[src/rtl/cla_adder_pipe.sv]
// cla_adder_pipe: pipelined carry look-ahead adder with a valid/ready handshake.
//
// A WIDTH-bit add is split into BLOCK-bit look-ahead groups, one group per
// pipeline stage. The carry is registered between stages. The upper operand
// bits travel with the pipeline, and the completed low sum bits do too, so all
// bits of one result leave together. Operands are registered on acceptance.
// Latency is STAGES advance cycles after the accepting edge.
//
// Ports:
//   clk       rising-edge clock
//   rst       synchronous, active-high reset
//   a, b      operands (WIDTH)
//   cin       carry in
//   in_valid  operand valid
//   in_ready  adder accepts an operand this cycle (combinational)
//   sum       a+b+cin mod 2^WIDTH (registered)
//   cout      carry out of the MSB (registered)
//   out_valid sum/cout valid (registered)
//   out_ready downstream accepts the result
//   ovf       signed overflow, present only when CLA_ADDER_OVF_EN is defined
//
// Build option: define CLA_ADDER_OVF_EN to add the ovf output.

module cla_adder_pipe #(
    parameter int unsigned WIDTH = 16,
    parameter int unsigned BLOCK = 4
) (
    input  logic             clk,
    input  logic             rst,
    input  logic [WIDTH-1:0] a,
    input  logic [WIDTH-1:0] b,
    input  logic             cin,
    input  logic             in_valid,
    output logic             in_ready,
    output logic [WIDTH-1:0] sum,
    output logic             cout,
    output logic             out_valid,
    input  logic             out_ready
`ifdef CLA_ADDER_OVF_EN
    ,
    output logic             ovf
`endif
);

    localparam int unsigned STAGES = WIDTH / BLOCK;
    localparam logic [WIDTH-1:0] GRP_MASK = WIDTH'({BLOCK{1'b1}});

    // One BLOCK-bit look-ahead group: returns {group carry out, sum bits}.
    // Every internal carry is a flat sum of products, so there is no ripple.
    function automatic logic [BLOCK:0] cla_group(
        input logic [BLOCK-1:0] x,
        input logic [BLOCK-1:0] y,
        input logic             ci
    );
        logic [BLOCK-1:0] g;
        logic [BLOCK-1:0] p;
        logic [BLOCK-1:0] c;
        logic             term;
        logic             gg;
        logic             pp;
        g    = x & y;
        p    = x ^ y;
        c    = '0;
        c[0] = ci;
        for (int unsigned i = 0; i + 1 < BLOCK; i++) begin
            term = ci;
            for (int unsigned j = 0; j <= i; j++) begin
                term = term & p[j];
            end
            c[i+1] = term;
            for (int unsigned j = 0; j <= i; j++) begin
                term = g[j];
                for (int unsigned m = j + 1; m <= i; m++) begin
                    term = term & p[m];
                end
                c[i+1] = c[i+1] | term;
            end
        end
        gg = 1'b0;
        for (int unsigned j = 0; j < BLOCK; j++) begin
            term = g[j];
            for (int unsigned m = j + 1; m < BLOCK; m++) begin
                term = term & p[m];
            end
            gg = gg | term;
        end
        pp = &p;
        return {gg | (pp & ci), p ^ c};
    endfunction

    // Stage registers: index 0 is the operand capture, index k+1 the output
    // of look-ahead stage k; index STAGES drives the outputs.
    logic             v_q [0:STAGES];
    logic             c_q [0:STAGES];
    logic [WIDTH-1:0] a_q [0:STAGES-1];
    logic [WIDTH-1:0] b_q [0:STAGES-1];
    logic [WIDTH-1:0] s_q [1:STAGES];

    logic [WIDTH-1:0] s_nx [0:STAGES-1];
    logic             c_nx [0:STAGES-1];
    logic             adv;

    // Whole pipeline moves when the output slot is empty or being drained.
    assign adv      = out_ready | ~out_valid;
    assign in_ready = adv;

    // Per-stage look-ahead: group k from the skewed operands and the stage carry.
    for (genvar k = 0; k < STAGES; k++) begin : g_stage
        logic [BLOCK:0] grp;
        assign grp     = cla_group(a_q[k][k*BLOCK +: BLOCK], b_q[k][k*BLOCK +: BLOCK], c_q[k]);
        assign c_nx[k] = grp[BLOCK];
        if (k == 0) begin : g_first
            assign s_nx[k] = WIDTH'(grp[BLOCK-1:0]);
        end else begin : g_rest
            assign s_nx[k] = (s_q[k] & ~(GRP_MASK << (k*BLOCK)))
                           | (WIDTH'(grp[BLOCK-1:0]) << (k*BLOCK));
        end
    end

    // Pipeline registers; full stall when adv is low.
    always_ff @(posedge clk) begin
        if (rst) begin
            for (int unsigned k = 0; k <= STAGES; k++) begin
                v_q[k] <= 1'b0;
                c_q[k] <= 1'b0;
            end
            for (int unsigned k = 0; k < STAGES; k++) begin
                a_q[k] <= '0;
                b_q[k] <= '0;
            end
            for (int unsigned k = 1; k <= STAGES; k++) begin
                s_q[k] <= '0;
            end
        end else if (adv) begin
            v_q[0] <= in_valid;
            c_q[0] <= cin;
            a_q[0] <= a;
            b_q[0] <= b;
            for (int unsigned k = 1; k < STAGES; k++) begin
                a_q[k] <= a_q[k-1];
                b_q[k] <= b_q[k-1];
            end
            for (int unsigned k = 0; k < STAGES; k++) begin
                v_q[k+1] <= v_q[k];
                c_q[k+1] <= c_nx[k];
                s_q[k+1] <= s_nx[k];
            end
        end
    end

    assign sum       = s_q[STAGES];
    assign cout      = c_q[STAGES];
    assign out_valid = v_q[STAGES];

`ifdef CLA_ADDER_OVF_EN
    // Carry into the MSB recovered from the MSB sum bit; registered with the last stage.
    logic ovf_q;
    logic ovf_nx;
    assign ovf_nx = a_q[STAGES-1][WIDTH-1] ^ b_q[STAGES-1][WIDTH-1]
                  ^ s_nx[STAGES-1][WIDTH-1] ^ c_nx[STAGES-1];

    always_ff @(posedge clk) begin
        if (rst) begin
            ovf_q <= 1'b0;
        end else if (adv) begin
            ovf_q <= ovf_nx;
        end
    end

    assign ovf = ovf_q;
`endif

endmodule

[config.mk]
export PLATFORM = sky130hd
export DESIGN_NAME = cla_adder_pipe
export DESIGN_NICKNAME = d
export VERILOG_FILES = /design/src/rtl/cla_adder_pipe.sv
export SDC_FILE = /design/constraint.sdc
export NUM_CORES = 1
export LEC_CHECK = 0
export CAP_MARGIN = 20
export CORE_MARGIN = 2
export CORE_UTILIZATION = 57
export CTS_BUF_LIST = sky130_fd_sc_hd__clkbuf_16
export CTS_CLUSTER_SIZE = 40
export DETAILED_ROUTE_END_ITERATION = 12
export GPL_ROUTABILITY_DRIVEN = 0
export GPL_TIMING_DRIVEN = 0
export PLACE_DENSITY = 0.85
export SKIP_CTS_REPAIR_TIMING = 1
export SLEW_MARGIN = 20
export SYNTH_ARGS = -nofsm -noshare
export SYNTH_HDL_FRONTEND = slang
export SYNTH_SLANG_ARGS = --single-unit
[constraint.sdc]
create_clock -name clk -period 10.68 [get_ports clk]
set_input_delay 1.602 -clock clk [delete_from_list [all_inputs] [get_ports clk]]
set_output_delay 1.602 -clock clk [all_outputs]
set_load 0.03 [all_outputs]
==> run_results.csv, run 1 <==
group,metric,value,unit
timing,period_share,45.49,%
clock_tree,cts_tree,"done",
layout,finalInstanceArea,6928,um2
drt,post_drt_wl_per_cell,18.14,um
layout,drive_above_1_share,10.77,%
critical_path,worst-path-buf-inv,4,
critical_path,critical_path.most_common_cell,"clkdlybuf4s50_1",
layout,layout_common_cells,"edfxtp_1 (130), and3_1 (113), clkdlybuf4s50_1 (55)",
critical_path,regToRegStartpoint,"v_q[0][4]$_SDFFCE_PN0P_",
critical_path,cpMaxStageDelayCell,"clkdlybuf4s50_1",
layout,final_common_cell,"edfxtp_1",
power,ir_worst_vdd,0.1146,mV
critical_path,crit_family,"buffers and inverters",
drt,final_antenna_net_count,0,
timing,tightest_slew,422.1,ps
global_route,overflow,0,
global_route,antenna_found_initial,0,
yosys,netlist_area,5545,um2
global_route,globalRouteTotalUtil,21.93,%
floorplan,fp.dieH,102.6,um
timing,hold_slack,549.6,ps
min_path,min_from,"s_q[0][33]$_SDFFCE_PN0P_",
global_route,grt_util_met3,5.627,%
critical_path,r2r_slack,8570,ps
layout,fin_nets,503,
min_path,hold_end,"s_q[0][49]$_SDFFCE_PN0P_",
critical_path,critPathKind,"in2out",
floorplan,rows,35,
timing,layout_setup_ws,5822,ps
place,place_hpwl,6546,um
drt,num_vias,3330,
clock_tree,htree_levels,4,
timing,slew_headroom,71.86,%
yosys,synth_top_area_share,70.40,%
clock_tree,cts.sinks,130,
layout,fin_util,74.27,%
timing,drv_slew,0,
yosys,ys_warn_count,0,
clock_tree,clk_latency,410,ps
place,pre_cts_slack,5846,ps
drt,drtPass1Iterations,4,
global_route,grt_max_degree,66,
critical_path,worstPathArrival,3260,ps
critical_path,reg2reg_depth,6,
yosys,ys_seq_area_share,70.40,%
global_route,grt_pass1_vias,3331,
layout,antenna_cells,0,
power,leakage,3.220,nW
timing,final_hold_viol_count,0,
global_route,met2_usage,39.01,%
yosys,synth_area_leaders,"edfxtp_1 (70%), and3_1 (13%), ha_1 (4.5%)",
run,timing.max_cap.violations,0,
floorplan,start_util,59.45,%
power,power_density,180.7,nW/um2
critical_path,r2r-end,"s_q[0][64]$_SDFFCE_PN0P_",
floorplan,die_area,10530,um2
place,port_buffers,55,
layout,area_growth,24.93,%
timing,grt_setup_unrepaired,"false",
timing,clock_skew,9.466,ps
drt,drt-total-wl,10600,um
critical_path,cp_cell_sequence,"clkdlybuf4s50_1, nand2b_4, buf_6, buf_2, clkdlybuf4s50_1",
yosys,avgSynthCellArea,15.15,um2
clock_tree,cts_buffer_depth,2,
yosys,synth_cell_type_count,27,
timing,setup_viol,0,
run_status,status,"finished, final reports clean",
drt,drc_errors,0,
drt,drtIter0Drc,209,
clock_tree,cts_buffers,17,
place,dpl-instance-area,6320,um2
critical_path,start_kind,"input pin",
timing,post-route-min-period,4858,ps
clock_tree,root_buffer,"clkbuf_16",
clock_tree,clk_pin_slew,60,ps
timing,tns,0,ps
timing,fmax,205.8,MHz
critical_path,path_max_fanout,10,
global_route,grt_use_met1,24.48,%
yosys,synth_nets,427,
floorplan,pin_count,56,
global_route,grt_busiest_layer,"met2",
min_path,min_path_cells,1,
yosys,synth_top_area_cell,"edfxtp_1",
min_path,hold_class,"reg2reg",
critical_path,crit_required,9080,ps
floorplan,core,9328,um2
layout,n_fill_cell,552,
yosys,synthCells,366,
critical_path,cpPeakStageDelay,700,ps
drt,viasPerCell,5.702,
yosys,ys_seq_elements,130,
global_route,grt_pass1_wl,16720,um
floorplan,die_w,102.6,um
critical_path,cp-end-kind,"output port",
-- worst register-to-register path: stages, from the launching register on --
cell and delay (ps):
edfxtp_1 420, nand2b_4 90, buf_6 150, buf_6 170, nand2b_4 290, buf_16 300
buf_16 330
-- area by class of cell --
type	instances	area [um2]	share of cell area [%]
plain buffers	26	150.1	2.167
clock buffers	17	425.4	6.141
clock inverters	15	182.7	2.637
inverters	4	15.01	0.2167
multi-input cells	206	1484	21.42
flip-flops and latches	130	3904	56.35
well taps	129	161.4	2.330
repair buffers	57	605.6	8.741
-- registers in the layout, indices dropped and copies added (netlist names) --
register and flops:
s_q 40, a_q 40, c_q 5, v_q 5, b_q 40
-- logic make-up after synthesis --
kind of cell	share of synthesized area [%]
compound gates	4.874
buf+inv	2.978
xor+xnor	0.6319
flops	70.40
fa+ha+maj	5.957
simple gates	15.16
-- layer usage --
metal | vias up | wire length (um)
met1 | 1611 | 4050
met5 | - | 0
met4 | 0 | 235
met2 | 131 | 5696
met3 | 20 | 611
li1 | 1568 | -
-- through the flow --
step                instances  power (mW)
finish                    584       1.252
detailed placement        552      0.6684
global route              584       1.286
CTS                       584       1.252
global placement          550      0.6635
floorplan                 366      0.6380
-- cell usage after synthesis (all sizes together) --
master	count
edfxtp	130
and3	113
ha	20
clkbuf	16
buf	10
nor2	9
a21oi	8
nor3	8
o21a	8
o21ai	8
a211oi	4
a21o	4
fa	4
inv	4
nand3	4
o211a	4
o211ai	4
xnor2	3
nand2b	2
and2	1
nand2	1
xor2	1
-- report_power, final --
| group | internal, mW | total (mW) | switching (mW) |
|---|---|---|---|
| clock | 0.369 | 0.591 | 0.222 |
| sequential | 0.585 | 0.593 | 0.00806 |
| combinational | 0.0347 | 0.0678 | 0.0331 |
-- how the worst max path moves through the flow --
| stage | end | cells past startpoint | startpoint |
|---|---|---|---|
| finish | in_ready | 5 | out_ready |
| global route | in_ready | 5 | out_ready |
| CTS | in_ready | 5 | out_ready |
| detailed placement | in_ready | 5 | out_ready |
| global placement | s_q[0][65]$_SDFFCE_PN0P_ | 5 | out_ready |
| floorplan | a_q[0][0]$_SDFFCE_PN0P_ | 4 | out_ready |
(Power assumes the default switching activity.)
==> run 2, diff against run 1 <==
Settings changed: CORE_UTILIZATION 57 to 51, PLACE_DENSITY 0.85 to 0.81.
Clock period 10.68 ns to 4.4 ns, I/O delays scaled along.
==> run 2 against run 1 <==
Wire length shrank 9.7%. Via count down 2.7%. Power increased by 130%. Utilization fell by 10 points. Global-route usage decreased by 4.4 points. Sequential cell count unchanged. Cell count grew 1.9%. Die area is 11% higher. Critical path type unchanged. Largest cell class unchanged.
==> run_results.csv, run 2 (synthesis results as in run 1) <==
group,metric,value,unit
power,pwr-share-comb,5.5,%
power,ir_worst_vdd,0.3174,mV
timing,drv_slew,0,
timing,clock_skew,8.117,ps
global_route,grt_pass1_wl,15280,um
floorplan,start_util,51.61,%
clock_tree,htree_levels,4,
timing,fmax,340.7,MHz
critical_path,cp-end-kind,"output port",
drt,final_antenna_net_count,0,
global_route,grt_max_degree,58,
run,timing.max_cap.violations,0,
power,power_density,421.4,nW/um2
floorplan,pin_count,56,
layout,n_fill_cell,786,
global_route,globalRouteTotalUtil,17.58,%
critical_path,crit_required,3740,ps
drt,num_vias,3241,
layout,antenna_cells,0,
clock_tree,cts.sinks,130,
drt,drtIter0Drc,184,
layout,area_growth,24.30,%
power,netSwitchingPower,0.6192,mW
floorplan,rows,38,
power,leakage,3.204,nW
clock_tree,clk_latency,410,ps
timing,setup_viol,0,
drt,drc_errors,0,
global_route,grt_pass1_vias,3156,
timing,final_hold_viol_count,0,
global_route,antenna_found_initial,0,
drt,drt-total-wl,9565,um
layout,layout_common_cells,"edfxtp_1 (130), and3_1 (113), clkdlybuf4s50_1 (55)",
critical_path,critPathKind,"in2out",
min_path,hold_class,"reg2reg",
timing,slew_headroom,70.63,%
timing,period_share,66.70,%
drt,post_drt_wl_per_cell,16.08,um
layout,finalInstanceArea,6893,um2
timing,tns,0,ps
layout,fin_nets,503,
place,place_hpwl,6259,um
power,power_frac_seq,49.5,%
layout,drive_above_1_share,10.99,%
clock_tree,root_buffer,"clkbuf_16",
drt,drtPass1Iterations,5,
drt,viasPerCell,5.447,
power,pwr-share-clk,45.0,%
clock_tree,cts_buffers,17,
timing,tightest_slew,440.6,ps
power,total_power,2.904,mW
run_status,status,"finished, final reports clean",
floorplan,die_w,108.3,um
global_route,overflow,0,
critical_path,start_kind,"input pin",
clock_tree,clk_pin_slew,50,ps
power,power.internal,2.285,mW
critical_path,path_max_fanout,10,
floorplan,core,10750,um2
critical_path,worstPathArrival,2270,ps
layout,top_regs,"a_q x40, b_q x40, s_q x40",
timing,grt_setup_unrepaired,"false",
place,dpl-instance-area,6334,um2
floorplan,fp.dieH,108.3,um
floorplan,die_area,11720,um2
place,port_buffers,55,
layout,final_common_cell,"edfxtp_1",
power,switching_share,21.32,%
clock_tree,cts_buffer_depth,2,
clock_tree,cts_tree,"done",
timing,post-route-min-period,2935,ps
==> run 2: cell type report <==
type	instances	area, um2	area share, %
plain buffers	26	150.1	2.178
well taps	140	175.2	2.541
clock inverters	15	133.9	1.942
multi-input cells	206	1484	21.53
repair buffers	57	605.6	8.786
inverters	4	15.01	0.2178
flip-flops and latches	130	3904	56.63
clock buffers	17	425.4	6.172
==> run 2: worst paths after layout <==
path	startpoint	endpoint	slack, ps	cells after the start
max	out_ready	in_ready	1470	5
min	s_q[0][39]$_SDFFCE_PN0P_	s_q[0][55]$_SDFFCE_PN0P_	550	1
max reg2reg	v_q[0][4]$_SDFFCE_PN0P_	a_q[3][13]$_SDFFCE_PN0P_	2290	6
min reg2reg	s_q[0][39]$_SDFFCE_PN0P_	s_q[0][55]$_SDFFCE_PN0P_	550	1
==> run 2: worst max-delay path: stages <==
cell             delay [ps]
clkdlybuf4s50_1         460
nand2b_4                120
buf_6                   140
buf_2                   190
clkdlybuf4s50_1         690
==> run 2: power by group through the flow <==
| stage | Sequential, mW | Clock, mW | Combinational (mW) |
|---|---|---|---|
| 2_1_floorplan | 1.47 | 0 | 0.0804 |
| 3_3_place_gp | 1.46 | 0 | 0.152 |
| 3_5_place_dp | 1.46 | 0 | 0.159 |
| 4_1_cts | 1.44 | 1.32 | 0.161 |
| 5_1_grt | 1.44 | 1.38 | 0.176 |
| 6_report | 1.44 | 1.31 | 0.161 |
==> run 2: stage by stage <==
stage | hold WS [ps] | util, % | std cells | worst slack [ps]
global placement | 531.9 | 58.38 | 561 | 299.4
CTS | 546.8 | 64.15 | 595 | 1456
finish | 547.0 | 64.15 | 595 | 1465
floorplan | 527.9 | - | 366 | 1261
detailed placement | 535.4 | 58.94 | 563 | 1465
global route | 564.6 | 64.15 | 595 | 1392
==> run 2: routing by layer <==
metal	track usage, %	vias up	routed length, um
li1	-	1564	-
met1	20.43	1560	3962
met2	29.42	107	4911
met3	5.063	10	553
met4	9.707	0	138
met5	0	-	0
==> run 3, diff against run 2 <==
Settings changed: CORE_UTILIZATION 51 to 57, PLACE_DENSITY 0.81 to 0.85.
Clock period 4.4 ns to 2.8 ns, I/O delays scaled along.
==> run 3 against run 2 <==
Critical path depth is the same. Hold slack lost 2.3 ps. Clock skew grew 6.1 ps. Combinational power grew 59%. Sequential cell count is the same. Power grew 64%. Utilization grew 10 points. Non-clock buffer count is the same. Cell count shrank 1.8%. Wire length grew 6.5%. Highest routed layer unchanged.
==> run_results.csv, run 3 (synthesis results as in run 1) <==
group,metric,value,unit
run_status,status,"finished, final reports clean",
drt,drt-total-wl,10190,um
min_path,hold_class,"reg2reg",
min_path,hold_end,"s_q[0][48]$_SDFFCE_PN0P_",
timing,clock_skew,14.23,ps
clock_tree,htree_levels,4,
place,pre_cts_slack,172.2,ps
global_route,grt_pass1_vias,3298,
place,dpl.cell_count,552,
layout,final_common_cell,"edfxtp_1",
timing,slew_headroom,71.60,%
floorplan,core,9328,um2
clock_tree,cts_buffers,17,
clock_tree,cts.sinks,130,
global_route,antenna_found_initial,0,
global_route,grt_max_degree,66,
drt,post_drt_wl_per_cell,17.44,um
clock_tree,clk_latency,420,ps
drt,drtPass1Iterations,4,
layout,finalInstanceArea,6925,um2
drt,drtIter0Drc,236,
critical_path,r2r-end,"v_q[0][4]$_SDFFCE_PN0P_",
layout,drive_above_1_share,10.77,%
timing,post-route-min-period,2469,ps
critical_path,regToRegStartpoint,"v_q[0][4]$_SDFFCE_PN0P_",
layout,layout_common_cells,"edfxtp_1 (130), and3_1 (113), clkdlybuf4s50_1 (55)",
global_route,globalRouteTotalUtil,21.36,%
floorplan,rows,35,
critical_path,worstPathArrival,2050,ps
run,timing.max_cap.violations,0,
global_route,overflow,0,
floorplan,pin_count,56,
power,power_density,687.1,nW/um2
timing,hold_slack,544.6,ps
layout,area_growth,24.89,%
timing,setup_viol,0,
floorplan,die_w,102.6,um
critical_path,cp-end-kind,"output port",
drt,num_vias,3281,
power,leakage,3.220,nW
timing,grt_setup_unrepaired,"false",
min_path,min_path_cells,1,
layout,fin_nets,503,
global_route,grt_pass1_wl,16330,um
floorplan,start_util,59.45,%
critical_path,path_max_fanout,10,
timing,layout_setup_ws,330.7,ps
timing,final_hold_viol_count,0,
floorplan,die_area,10530,um2
drt,final_antenna_net_count,0,
drt,drc_errors,0,
critical_path,start_kind,"input pin",
timing,drv_slew,0,
power,ir_worst_vdd,0.4042,mV
critical_path,critPathKind,"in2out",
place,dpl-instance-area,6320,um2
min_path,min_from,"s_q[0][32]$_SDFFCE_PN0P_",
layout,n_fill_cell,570,
clock_tree,cts_buffer_depth,2,
timing,period_share,88.19,%
clock_tree,cts_tree,"done",
critical_path,r2r_slack,720,ps
drt,viasPerCell,5.618,
critical_path,reg2reg_depth,6,
critical_path,crit_required,2380,ps
timing,fmax,405.0,MHz
layout,top_regs,"a_q x40, b_q x40, s_q x40",
layout,fin_cells,584,
place,port_buffers,55,
timing,tightest_slew,426.0,ps
layout,antenna_cells,0,
place,place_hpwl,6576,um
floorplan,fp.dieH,102.6,um
clock_tree,root_buffer,"clkbuf_16",
clock_tree,clk_pin_slew,60,ps
-- run 3: changes by cell type in the layout (fill, tap and decap cells not counted), sizes merged --
cell    before  now
bufinv       1    3
clkinv       7    5
-- run 3: cell type report --
type	instances	area, um2	area share [%]
tap	129	161.4	2.331
clock inverter	15	180.2	2.602
sequential	130	3904	56.37
clock buffer	17	425.4	6.143
buffer	26	150.1	2.168
multi-input combinational	206	1484	21.43
inverter	4	15.01	0.2168
timing repair buffer	57	605.6	8.744
-- run 3: worst max-delay path, stage by stage --
cell and delay [ps]:
clkdlybuf4s50_1 470, nand2b_4 120, buf_6 140, buf_2 200, clkdlybuf4s50_1 690
-- run 3: where the power goes --
group          internal [mW]  switching [mW]  leakage [nW]
Sequential              2.23          0.0291          1.55
Combinational          0.132           0.124          1.37
Clock                   1.41           0.834         0.292
Total                   3.77           0.988          3.22
-- run 3: layer usage --
layer	vias up	wire length, um	global-route usage (%)
met2	102	5413	37.46
met4	0	220	9.949
li1	1570	-	-
met3	16	474	5.898
met1	1593	4077	24.33
met5	-	0	0
-- run 3: stage by stage --
stage	TNS [ps]	power, mW	utilization [%]
final	0	4.759	74.25
after detailed placement	0	2.551	67.75
after global placement	-14520	2.530	67.16
after global routing	0	4.897	74.25
after floorplan	0	2.433	-
after CTS	0	4.778	74.25
-- run 3: worst max path at each step --
stage | startpoint | to | slack [ps] | depth (start not counted)
2_1_floorplan | v_q[0][4]$_SDFFCE_PN0P_ | a_q[0][0]$_SDFFCE_PN0P_ | 510 | 4
3_3_place_gp | out_ready | s_q[0][65]$_SDFFCE_PN0P_ | -120 | 5
3_5_place_dp | out_ready | s_q[0][75]$_SDFFCE_PN0P_ | 170 | 7
4_1_cts | out_ready | in_ready | 310 | 5
5_1_grt | out_ready | in_ready | 240 | 5
6_report | out_ready | in_ready | 330 | 5
